File: config.mk
export PLATFORM = sky130hd
export DESIGN_NAME = wb_commit_unit_flat
export DESIGN_NICKNAME = d
export VERILOG_FILES = /design/src/rtl/wb_commit_unit_if.sv /design/src/rtl/wb_commit_unit.sv /design/src/flat_wrapper.sv
export SDC_FILE = /design/constraint.sdc
export NUM_CORES = 1
export LEC_CHECK = 0
export ABC_AREA = 1
export BUFFER_PORTS_ARGS = -buffer_cell sky130_fd_sc_hd__buf_2
export CORE_ASPECT_RATIO = 0.75
export CORE_MARGIN = 5
export CORE_UTILIZATION = 28
export CTS_CLUSTER_SIZE = 25
export DETAILED_ROUTE_END_ITERATION = 8
export PLACE_DENSITY = 0.54
export SYNTH_ARGS = -nofsm -noshare
export SYNTH_HDL_FRONTEND = slang
export SYNTH_SLANG_ARGS = --single-unit
File: constraint.sdc
create_clock -name clk -period 2.8 [get_ports clk]
set_input_delay 0.28 -clock clk [delete_from_list [all_inputs] [get_ports clk]]
set_output_delay 0.28 -clock clk [all_outputs]
set_load 0.05 [all_outputs]
File: src/rtl/wb_commit_unit_if.sv
// Writeback/commit stage bus: MEM-stage instruction, dmem response, register-file write port,
// and commit reporting.
interface wb_commit_unit_if #(
  parameter int unsigned XLEN    = 32,
  parameter int unsigned ORDER_W = 64
);
  localparam int unsigned AW = $clog2(XLEN / 8);

  logic                in_valid;
  logic                in_ready;
  logic                in_regf_we;
  logic [4:0]          in_rd_s;
  logic [1:0]          in_sel;
  logic [1:0]          in_ld_size;
  logic                in_ld_uns;
  logic [AW-1:0]       in_addr_lo;
  logic [XLEN-1:0]     in_u_imm;
  logic [XLEN-1:0]     in_alu_out;
  logic                in_br_en;
  logic                dmem_resp;
  logic [XLEN-1:0]     dmem_rdata;
  logic                regf_we;
  logic [4:0]          rd_sel;
  logic [XLEN-1:0]     rd_v;
  logic                commit_valid;
  logic [ORDER_W-1:0]  commit_order;
  logic                resp_ovf;

  // Pipeline / memory side drives the instruction and the load responses
  modport master (
    output in_valid, in_regf_we, in_rd_s, in_sel, in_ld_size, in_ld_uns, in_addr_lo,
           in_u_imm, in_alu_out, in_br_en, dmem_resp, dmem_rdata,
    input  in_ready, regf_we, rd_sel, rd_v, commit_valid, commit_order, resp_ovf
  );

  // Commit unit side
  modport slave (
    input  in_valid, in_regf_we, in_rd_s, in_sel, in_ld_size, in_ld_uns, in_addr_lo,
           in_u_imm, in_alu_out, in_br_en, dmem_resp, dmem_rdata,
    output in_ready, regf_we, rd_sel, rd_v, commit_valid, commit_order, resp_ovf
  );
endinterface

File: src/rtl/wb_commit_unit.sv
// Writeback/commit stage: one-entry instruction slot, rd value select with load alignment and
// extension, a small FIFO for early load responses, and a monotonic commit-order counter.
module wb_commit_unit #(
  parameter int unsigned XLEN       = 32,
  parameter int unsigned RESP_DEPTH = 2,
  parameter int unsigned ORDER_W    = 64
) (
  input logic             clk,
  input logic             rst,
  wb_commit_unit_if.slave bus
);
  localparam int unsigned AW = $clog2(XLEN / 8);
  localparam int unsigned PW = (RESP_DEPTH > 1) ? $clog2(RESP_DEPTH) : 1;
  localparam int unsigned CW = $clog2(RESP_DEPTH + 1);

  localparam logic [1:0] SelUimm = 2'd0;
  localparam logic [1:0] SelAlu  = 2'd1;
  localparam logic [1:0] SelBr   = 2'd2;
  localparam logic [1:0] SelLoad = 2'd3;

  typedef enum logic [1:0] {StEmpty, StReady, StWaitLd} slot_state_e;

  slot_state_e       r_state, w_state_d;
  logic              r_regf_we;
  logic [4:0]        r_rd_s;
  logic [1:0]        r_sel;
  logic [1:0]        r_ld_size;
  logic              r_ld_uns;
  logic [AW-1:0]     r_addr_lo;
  logic [XLEN-1:0]   r_u_imm;
  logic [XLEN-1:0]   r_alu_out;
  logic              r_br_en;

  logic [XLEN-1:0]   r_fifo [RESP_DEPTH];
  logic [PW-1:0]     r_rd_ptr, r_wr_ptr;
  logic [CW-1:0]     r_count, w_count_d;
  logic [ORDER_W-1:0] r_order;
  logic              r_ovf;

  logic w_slot_valid, w_is_load, w_fifo_ne, w_fifo_full, w_data_avail;
  logic w_commit, w_ready, w_accept, w_ld_commit, w_pop, w_use_live, w_push_req, w_push, w_drop;

  logic [XLEN-1:0] w_ld_word, w_lane, w_ld_val, w_rd_v;
  logic [1:0]      w_eff_size;
  logic [AW-1:0]   w_off;

  function automatic logic [PW-1:0] ptr_inc(input logic [PW-1:0] p);
    return (p == PW'(RESP_DEPTH - 1)) ? '0 : p + PW'(1);
  endfunction

  assign w_slot_valid = (r_state != StEmpty);
  assign w_is_load    = (r_sel == SelLoad);
  assign w_fifo_ne    = (r_count != '0);
  assign w_fifo_full  = (r_count == CW'(RESP_DEPTH));
  assign w_data_avail = w_fifo_ne | bus.dmem_resp;
  assign w_commit     = w_slot_valid & (~w_is_load | w_data_avail);
  assign w_ready      = ~w_slot_valid | w_commit;
  assign w_accept     = bus.in_valid & w_ready;

  // The FIFO head always has priority over a live response so response order is preserved
  assign w_ld_commit  = w_commit & w_is_load;
  assign w_pop        = w_ld_commit & w_fifo_ne;
  assign w_use_live   = w_ld_commit & ~w_fifo_ne;
  assign w_push_req   = bus.dmem_resp & ~w_use_live;
  assign w_push       = w_push_req & (~w_fifo_full | w_pop);
  assign w_drop       = w_push_req & w_fifo_full & ~w_pop;
  assign w_count_d    = r_count + CW'(w_push) - CW'(w_pop);

  // Slot next state: a load enters StReady only if its data will already be buffered
  always_comb begin
    w_state_d = r_state;
    if (w_accept) begin
      if (bus.in_sel != SelLoad)  w_state_d = StReady;
      else if (w_count_d != '0)   w_state_d = StReady;
      else                        w_state_d = StWaitLd;
    end else if (w_commit) begin
      w_state_d = StEmpty;
    end
  end

  // Slot state and captured instruction fields
  always_ff @(posedge clk or negedge rst) begin
    if (!rst) begin
      r_state    <= StEmpty;
      r_regf_we  <= 1'b0;
      r_rd_s     <= '0;
      r_sel      <= SelUimm;
      r_ld_size  <= '0;
      r_ld_uns   <= 1'b0;
      r_addr_lo  <= '0;
      r_u_imm    <= '0;
      r_alu_out  <= '0;
      r_br_en    <= 1'b0;
    end else begin
      r_state <= w_state_d;
      if (w_accept) begin
        r_regf_we  <= bus.in_regf_we;
        r_rd_s     <= bus.in_rd_s;
        r_sel      <= bus.in_sel;
        r_ld_size  <= bus.in_ld_size;
        r_ld_uns   <= bus.in_ld_uns;
        r_addr_lo  <= bus.in_addr_lo;
        r_u_imm    <= bus.in_u_imm;
        r_alu_out  <= bus.in_alu_out;
        r_br_en    <= bus.in_br_en;
      end
    end
  end

  // Load-response FIFO and sticky overflow flag
  always_ff @(posedge clk or negedge rst) begin
    if (!rst) begin
      for (int i = 0; i < int'(RESP_DEPTH); i++) r_fifo[i] <= '0;
      r_rd_ptr <= '0;
      r_wr_ptr <= '0;
      r_count  <= '0;
      r_ovf    <= 1'b0;
    end else begin
      if (w_push) begin
        r_fifo[r_wr_ptr] <= bus.dmem_rdata;
        r_wr_ptr         <= ptr_inc(r_wr_ptr);
      end
      if (w_pop) r_rd_ptr <= ptr_inc(r_rd_ptr);
      r_count <= w_count_d;
      if (w_drop) r_ovf <= 1'b1;
    end
  end

  // Commit-order counter, wraps naturally
  always_ff @(posedge clk or negedge rst) begin
    if (!rst)          r_order <= '0;
    else if (w_commit) r_order <= r_order + ORDER_W'(1);
  end

  // Load lane select and extension; doubleword on a 32-bit datapath degrades to word
  always_comb begin
    w_ld_word  = w_fifo_ne ? r_fifo[r_rd_ptr] : bus.dmem_rdata;
    w_eff_size = (r_ld_size == 2'd3 && XLEN == 32) ? 2'd2 : r_ld_size;
    case (w_eff_size)
      2'd0:    w_off = r_addr_lo;
      2'd1:    w_off = r_addr_lo & ~AW'(1);
      2'd2:    w_off = r_addr_lo & ~AW'(3);
      default: w_off = '0;
    endcase
    w_lane = w_ld_word >> {w_off, 3'b000};
    case (w_eff_size)
      2'd0:    w_ld_val = r_ld_uns ? XLEN'(w_lane[7:0])  : XLEN'($signed(w_lane[7:0]));
      2'd1:    w_ld_val = r_ld_uns ? XLEN'(w_lane[15:0]) : XLEN'($signed(w_lane[15:0]));
      2'd2:    w_ld_val = r_ld_uns ? XLEN'(w_lane[31:0]) : XLEN'($signed(w_lane[31:0]));
      default: w_ld_val = w_lane;
    endcase
  end

  // rd value select
  always_comb begin
    case (r_sel)
      SelUimm: w_rd_v = r_u_imm;
      SelAlu:  w_rd_v = r_alu_out;
      SelBr:   w_rd_v = XLEN'(r_br_en);
      default: w_rd_v = w_ld_val;
    endcase
  end

  assign bus.in_ready     = w_ready;
  assign bus.commit_valid = w_commit;
  assign bus.regf_we      = w_commit & r_regf_we & (r_rd_s != 5'd0);
  assign bus.rd_sel       = w_commit ? r_rd_s : 5'd0;
  assign bus.rd_v         = w_commit ? w_rd_v : '0;
  assign bus.commit_order = r_order;
  assign bus.resp_ovf     = r_ovf;

  a_no_ld_d_on_rv32: assert property (@(posedge clk) disable iff (!rst)
    !(XLEN == 32 && w_accept && bus.in_sel == SelLoad && bus.in_ld_size == 2'd3));

endmodule

File: src/flat_wrapper.sv
// flat-port wrapper written by rule: the top's interface ports become plain ports
module wb_commit_unit_flat 
#(
  parameter int unsigned XLEN       = 32,
  parameter int unsigned RESP_DEPTH = 2,
  parameter int unsigned ORDER_W    = 64
)
  (clk, rst, bus_in_valid, bus_in_regf_we, bus_in_rd_s, bus_in_sel, bus_in_ld_size, bus_in_ld_uns, bus_in_addr_lo, bus_in_u_imm, bus_in_alu_out, bus_in_br_en, bus_dmem_resp, bus_dmem_rdata, bus_in_ready, bus_regf_we, bus_rd_sel, bus_rd_v, bus_commit_valid, bus_commit_order, bus_resp_ovf);
  wb_commit_unit_if #(.XLEN(XLEN), .ORDER_W(ORDER_W)) bus_i ();
  input logic clk;
  input logic rst;
  input wire logic [$bits(bus_i.in_valid)-1:0] bus_in_valid;
  input wire logic [$bits(bus_i.in_regf_we)-1:0] bus_in_regf_we;
  input wire logic [$bits(bus_i.in_rd_s)-1:0] bus_in_rd_s;
  input wire logic [$bits(bus_i.in_sel)-1:0] bus_in_sel;
  input wire logic [$bits(bus_i.in_ld_size)-1:0] bus_in_ld_size;
  input wire logic [$bits(bus_i.in_ld_uns)-1:0] bus_in_ld_uns;
  input wire logic [$bits(bus_i.in_addr_lo)-1:0] bus_in_addr_lo;
  input wire logic [$bits(bus_i.in_u_imm)-1:0] bus_in_u_imm;
  input wire logic [$bits(bus_i.in_alu_out)-1:0] bus_in_alu_out;
  input wire logic [$bits(bus_i.in_br_en)-1:0] bus_in_br_en;
  input wire logic [$bits(bus_i.dmem_resp)-1:0] bus_dmem_resp;
  input wire logic [$bits(bus_i.dmem_rdata)-1:0] bus_dmem_rdata;
  output wire logic [$bits(bus_i.in_ready)-1:0] bus_in_ready;
  output wire logic [$bits(bus_i.regf_we)-1:0] bus_regf_we;
  output wire logic [$bits(bus_i.rd_sel)-1:0] bus_rd_sel;
  output wire logic [$bits(bus_i.rd_v)-1:0] bus_rd_v;
  output wire logic [$bits(bus_i.commit_valid)-1:0] bus_commit_valid;
  output wire logic [$bits(bus_i.commit_order)-1:0] bus_commit_order;
  output wire logic [$bits(bus_i.resp_ovf)-1:0] bus_resp_ovf;
  assign bus_i.in_valid = bus_in_valid;
  assign bus_i.in_regf_we = bus_in_regf_we;
  assign bus_i.in_rd_s = bus_in_rd_s;
  assign bus_i.in_sel = bus_in_sel;
  assign bus_i.in_ld_size = bus_in_ld_size;
  assign bus_i.in_ld_uns = bus_in_ld_uns;
  assign bus_i.in_addr_lo = bus_in_addr_lo;
  assign bus_i.in_u_imm = bus_in_u_imm;
  assign bus_i.in_alu_out = bus_in_alu_out;
  assign bus_i.in_br_en = bus_in_br_en;
  assign bus_i.dmem_resp = bus_dmem_resp;
  assign bus_i.dmem_rdata = bus_dmem_rdata;
  assign bus_in_ready = bus_i.in_ready;
  assign bus_regf_we = bus_i.regf_we;
  assign bus_rd_sel = bus_i.rd_sel;
  assign bus_rd_v = bus_i.rd_v;
  assign bus_commit_valid = bus_i.commit_valid;
  assign bus_commit_order = bus_i.commit_order;
  assign bus_resp_ovf = bus_i.resp_ovf;
  wb_commit_unit #(.XLEN(XLEN), .RESP_DEPTH(RESP_DEPTH), .ORDER_W(ORDER_W)) u_core (.clk(clk), .rst(rst), .bus(bus_i));
endmodule
=== After elaboration in Yosys (flattened, before gate mapping) ===
Cells that the tools add are included.

* Output and inout port bits: 105
* Bits of input ports: 114
* Word-level logic and storage cells: 85
* Register bits: 213

* $lt $le $gt $ge: 3
* Shift-type cells: 1
* Bitwise logic cells: 23
* Add/sub/neg operators: 5
* Equality and inequality tests: 7
* Mux-type cells: 21
* Reductions and logical operators: 8

{| class="wikitable"
|+ Operators by type and width
! cell !! number
|-
| $mux W32 || 8
|-
| $pmux W32 S3 || 1
|-
| $add A64 B1 Y64 const B || 1
|-
| $bwmux W64 || 1
|-
| $pmux W32 S2 || 1
|-
| $demux W32 S1 || 1
|-
| $shr A32 B5 Y32 || 1
|-
| $and A1 B1 Y1 || 11
|-
| $mux W2 || 5
|-
| $eq A2 B2 Y1 const B || 4
|-
| $reduce_bool A2 Y1 || 4
|-
| $not A1 Y1 || 6
|-
| $mux W5 || 1
|-
| $reduce_bool A5 Y1 || 1
|-
| $eq A2 B1 Y1 const B || 2
|-
| $ge A2 B2 Y1 const B || 2
|-
| $logic_not A2 Y1 || 2
|-
| $not A1 Y2 || 2
|-
| $or A1 B1 Y1 || 4
|-
| $pmux W2 S2 || 1
|-
| $add A1 B1 Y1 const B || 2
|-
| $add A2 B1 Y2 || 1
|-
| $lt A2 B1 Y1 const B || 1
|-
| $mux W1 || 2
|-
| other kinds (3) || 3
|}

=== Longest topological paths before layout ===
* Word-level depth: 15
* Gate-level depth with buffers: 14
* Gate-level depth less buffers: 13

=== Least setup slack after synthesis ===
OpenSTA, ideal clock, no wires.

* Kind: register -> output
* Start: register u_core.r_sel[0]
* End: output bus_rd_v[7]
* Stages on the path, launching flop included: 9
* Data required time: 2.520 ns
* Setup slack: 0.287 ns
* Buffers on the path: 3
* Arrival: 2.233 ns
* Path through: dfrtp_1 buf_6 nand2_4 inv_4 nand3_4 nand2_4 buf_6 clkbuf_1 o21ai_0

* Cells in the longest elaborated chain, start to end: 5
* Elaborated cells on any way between the ends: 9
* Those cells by class: eq/ne (3); mux (2); bitwise (3); reduce/logical (1)

{| class="wikitable"
|+ Ends and longest elaborated chain
! item !! RTL line !! text
|-
| start: declaration || wb_commit_unit.sv:26 || <nowiki>logic [1:0] r_sel;</nowiki>
|-
| start signal: assignment || wb_commit_unit.sv:87 || <nowiki>r_sel <= SelUimm;</nowiki>
|-
| start signal: assignment || wb_commit_unit.sv:99 || <nowiki>r_sel <= bus.in_sel;</nowiki>
|-
| $eq A2 B2 Y1 || wb_commit_unit.sv:52 || <nowiki>assign w_is_load = (r_sel == SelLoad);</nowiki>
|-
| $not A1 Y1 || wb_commit_unit.sv:56 || <nowiki>assign w_commit = w_slot_valid & (~w_is_load | w_data_avail);</nowiki>
|-
| $or A1 B1 Y1 || wb_commit_unit.sv:56 ||
|-
| $and A1 B1 Y1 || wb_commit_unit.sv:56 ||
|-
| $mux W32 (*) || wb_commit_unit.sv:168 || <nowiki>assign bus.rd_v = w_commit ? w_rd_v : '0;</nowiki>
|-
| end: declaration || flat_wrapper.sv:27 || <nowiki>output wire logic [$bits(bus_i.rd_v)-1:0] bus_rd_v;</nowiki>
|}

Mark *: on every way between the ends. The rest lies on a longest branch, timed or not.

=== Worst setup path after layout ===
* Start: register u_core.r_count[0]
* End: output bus_rd_v[3]

* Cells in the longest elaborated chain, start to end: 7
* Elaborated cells on any way between the ends: 11
* Those cells by class: shift (1); mux (6); bitwise (3); reduce/logical (1)

{| class="wikitable"
|+ Ends and longest elaborated chain
! item !! RTL line !! text
|-
| start: declaration || wb_commit_unit.sv:36 || <nowiki>logic [CW-1:0] r_count, w_count_d;</nowiki>
|-
| start signal: assignment || wb_commit_unit.sv:124 || <nowiki>r_count <= w_count_d;</nowiki>
|-
| $reduce_bool A2 Y1 (*) || wb_commit_unit.sv:53 || <nowiki>assign w_fifo_ne = (r_count != '0);</nowiki>
|-
| $mux W32 || wb_commit_unit.sv:137 || <nowiki>w_ld_word = w_fifo_ne ? r_fifo[r_rd_ptr] : bus.dmem_rdata;</nowiki>
|-
| $shr A32 B5 Y32 || wb_commit_unit.sv:145 || <nowiki>w_lane = w_ld_word >> {w_off, 3'b000};</nowiki>
|-
| $mux W32, on equally long branches || wb_commit_unit.sv:148, wb_commit_unit.sv:147 ||
|-
| $pmux W32 S2 || wb_commit_unit.sv:146 || <nowiki>case (w_eff_size)</nowiki>
|-
| $pmux W32 S3 || wb_commit_unit.sv:156 || <nowiki>case (r_sel)</nowiki>
|-
| $mux W32 (*) || wb_commit_unit.sv:168 ||
|}

Marked as above.

==> impl_metrics.ini <==
[status]
status = finished clean

[worst_hold_path]
min_path_type = input pin to flip-flop
whs_path_depth = 3
min_to = u_core.r_fifo[49]
hold_path.startpoint = bus_dmem_rdata[17]

[place]
dpl.hpwl_um = 33300
placed_cells = 2340
portBuffers = 218
place_ws_ns = 0.251
place_congestion = 0.945

[sta]
rsz0062_at_grt = yes
fin_crit_ns = 2.76
final-setup-viol-count = 0
max_freq_mhz = 363
skew_ns = 0.00991
worst_pin_slew_ns = 0.901
whs_ns = 0.0305
setup_slack_ns = 0.0433
slew_viol_final = 0
timing.max_slew.rel_slack = 0.399
fin_crit_sh = 0.985
timing.final.hold_violations = 0

[routing]
ant_nets = 0
drc = 0
dr.pass1.iters = 5
dr.first_iter.drc_count = 1063
avgViaCountPerCell = 4.77
drt-wirelength-per-cell_um = 18.4
wl_um = 45800
via_count = 11800

[global_routing]
grt_start_max_net_pins = 84
track_usage = 0.190
grt_pass1_vias = 11200
grt_pass1_wl_um = 69000
antenna_found_initial = 0
overflow = 0

[die]
ios = 219
die_y_um = 188
initial_core_util = 0.282
die_w_um = 247
row_count = 65
coreArea_um2 = 41900
die_area_um2 = 46400

[setup_path]
cp_data_required_time_ns = 2.52
r2r_cells = 13
slowest_delay_ns = 0.39
path_common_cell = nand2_1
reg2reg_to = u_core.bus.commit_order[41]
cp_cell_sequence = inv_2 > nand2_8 > buf_12 > nand3_1 > o21ai_1 > nand2_1 > o21ai_2 > o211ai_1 > buf_4 > nand2_1 > inv_1 > buf_6
rr_startpoint = u_core.r_count[0]
start_kind = flip-flop
arrival_ns = 2.48
r2r_setup_slack_ns = 0.17
setup.worst_path.class = flip-flop to primary output
end_kind = primary output
worstPathMaxFanout = 13
critPathSlowestCell = dfrtp_1

[final_layout]
drive_gt1_frac = 0.221
layout.nets = 2012
num_antenna_cells = 0
syn_to_final_growth_pct = 35.8
layout.cells.non_filler = 2482

[power]
swShare = 0.409
power.density_nw_per_um2 = 845
leakage_nw = 7.92
seq_power_share = 0.314
total_power_mw = 13.6
netSwitchingPower_mw = 5.54
p_comb_frac = 0.412
vdd_drop_max_mv = 0.407
clkPwrFrac = 0.274
p_int_mw = 8.02

[clock_network]
htreeDepth = 1
cts_buffers = 26
clkLatencyLatePin_ns = 0.54
cts_tree = yes
cts_sinks = 213
cts_root_buf = clkbuf_16
clkTransAtPathRegs_ns = 0.06
clockBufferDepth = 3

[logic_synthesis]
synth_edf_count = 0
synth.avg_cell_area_um2 = 7.44
ys_seq_area_frac = 0.451
syn_nets = 1703
ys_seq_elements = 213
yosysWarnings = 0
synth-async-reset-ratio = 1.00
syn-cell-area_um2 = 11800
synthFlopType = dfrtp_1
synth_cell_types = 44
synthCells = 1587

[flow_run]
maxCapViolCount = 0
-- worst max-delay path: cells and delay by family (launching register included) --
family	cells	cell delay (ns)
and+or+nand+nor	4	0.33
DFF	1	0.39
buffers and inverters	5	0.72
AOI/OAI and AO/OA	3	0.48
-- metrics by stage --
stage / setup TNS (ns) / utilization / instance area (um2)
floorplan: 0 / - / 11800
global placement: 0 / 0.325 / 13600
detailed placement: 0 / 0.325 / 13600
CTS: -0.0577 / 0.376 / 15700
global route: -0.433 / 0.383 / 16000
finish: 0 / 0.383 / 16000
-- layout make-up --
class	count	area, um2
fillers	4387	25800
multi-input cells	1167	5860
flip-flops and latches	213	5330
repair buffers	350	2650
clock buffers	36	759
well taps	569	712
inverters	138	548
clock inverters	9	176
-- cell usage after synthesis, drive strengths merged (3+ instances only) --
master | count | area, um2
mux2i | 5 | 50.1
a221o | 4 | 40.0
a22oi | 3 | 22.5
or2 | 6 | 42.6
nand2 | 580 | 2210
buf | 33 | 240
a21oi | 31 | 155
a221oi | 6 | 52.6
xor2 | 41 | 359
nand4 | 24 | 150
xnor2 | 13 | 114
o211ai | 6 | 45.0
o21ai | 161 | 892
clkbuf | 37 | 140
inv | 137 | 517
a22o | 15 | 131
nand3 | 93 | 510
nor2 | 135 | 544
dfrtp | 213 | 5330
nor3 | 32 | 175
-- power by group through the flow --
stage	Clock, mW	Combinational (mW)	Sequential, mW
6_report	3.72	5.58	4.26
5_1_grt	3.94	6.09	4.33
4_1_cts	3.84	5.29	4.25
3_5_place_dp	0	4.79	4.27
3_3_place_gp	0	4.75	4.26
2_1_floorplan	0	3.04	4.43
-- cells in the final DEF (no fill, tap or decap), types with 4 or more instances in the layout --
cell type and instances:
o211ai_1 6, nor2_4 5, clkbuf_16 28, a221oi_1 6, nand2_2 9, nor2_1 124
xor2_1 41, buf_12 11, buf_4 40, nand3_2 9, nand3_4 6, a21oi_1 12
buf_2 187, mux2i_1 5, bufinv_16 5, a22o_1 15, nor3_1 29, nor2_2 6
nand3_1 79, xnor2_1 13, a21oi_2 19, nand2_1 566, clkbuf_8 5, inv_2 4
dfrtp_1 211, inv_1 127, inv_4 4, nand2_8 4, a221o_1 4, o21ai_2 34
o21ai_0 106, nand4_1 24, clkbuf_1 4, o21ai_1 21, dlygate4sd3_1 81, buf_6 24
-- worst max-delay path by stage --
| stage | cells past startpoint | start | end | slack, ns |
|---|---|---|---|---|
| floorplan | 8 | u_core.r_sel[0] | bus_rd_v[7] | 0.29 |
| global placement | 10 | u_core.r_count[0] | bus_rd_v[3] | 0.23 |
| detailed placement | 10 | u_core.r_count[0] | bus_rd_v[3] | 0.25 |
| CTS | 13 | u_core.r_count[0] | bus_rd_v[10] | -0.02 |
| global route | 12 | u_core.r_count[0] | bus_rd_v[4] | -0.07 |
| finish | 12 | u_core.r_count[0] | bus_rd_v[3] | 0.04 |
-- registers in the layout, indices dropped and copies added (netlist names) --
| signal | flops |
|---|---|
| u_core.bus.commit_order | 64 |
| u_core.bus.resp_ovf | 1 |
| u_core.r_addr_lo | 2 |
| u_core.r_alu_out | 32 |
| u_core.r_br_en | 1 |
| u_core.r_count | 2 |
| u_core.r_fifo | 64 |
| u_core.r_ld_size | 2 |
| u_core.r_ld_uns | 1 |
| u_core.r_rd_ptr | 1 |
| u_core.r_rd_s | 5 |
| u_core.r_regf_we | 1 |
| u_core.r_sel | 2 |
| u_core.r_state | 2 |
| u_core.r_u_imm | 32 |
| u_core.r_wr_ptr | 1 |
-- what timing repair did --
action / CTS / global route
pin swaps: 6 / 10
gates cloned: 3 / 2
setup endpoints to repair: 33 / 31
resized for setup: 98 / 62
hold endpoints to repair: 159 / 0
hold buffers: 81 / 0
setup buffers: 3 / 9
-- cell families after synthesis --
group / share of synthesized area
AND/OR/NAND/NOR: 0.311
AO/OA/AOI/OAI: 0.115
flip-flops: 0.451
buffers and inverters: 0.0764
XOR/XNOR: 0.0400
multiplexers: 0.00424
adder cells (fa/ha/maj): 0.00212
-- per-layer routing --
layer,routed length [um],vias to the layer above,global-route usage,share of wire
met5,0,-,0,0
met4,872,0,0.0343,0.019
met3,3090,47,0.0336,0.067
met2,18700,400,0.263,0.41
met1,23100,5664,0.309,0.50
li1,-,5719,-,-
No activity file was read; power rests on OpenSTA's default activity.
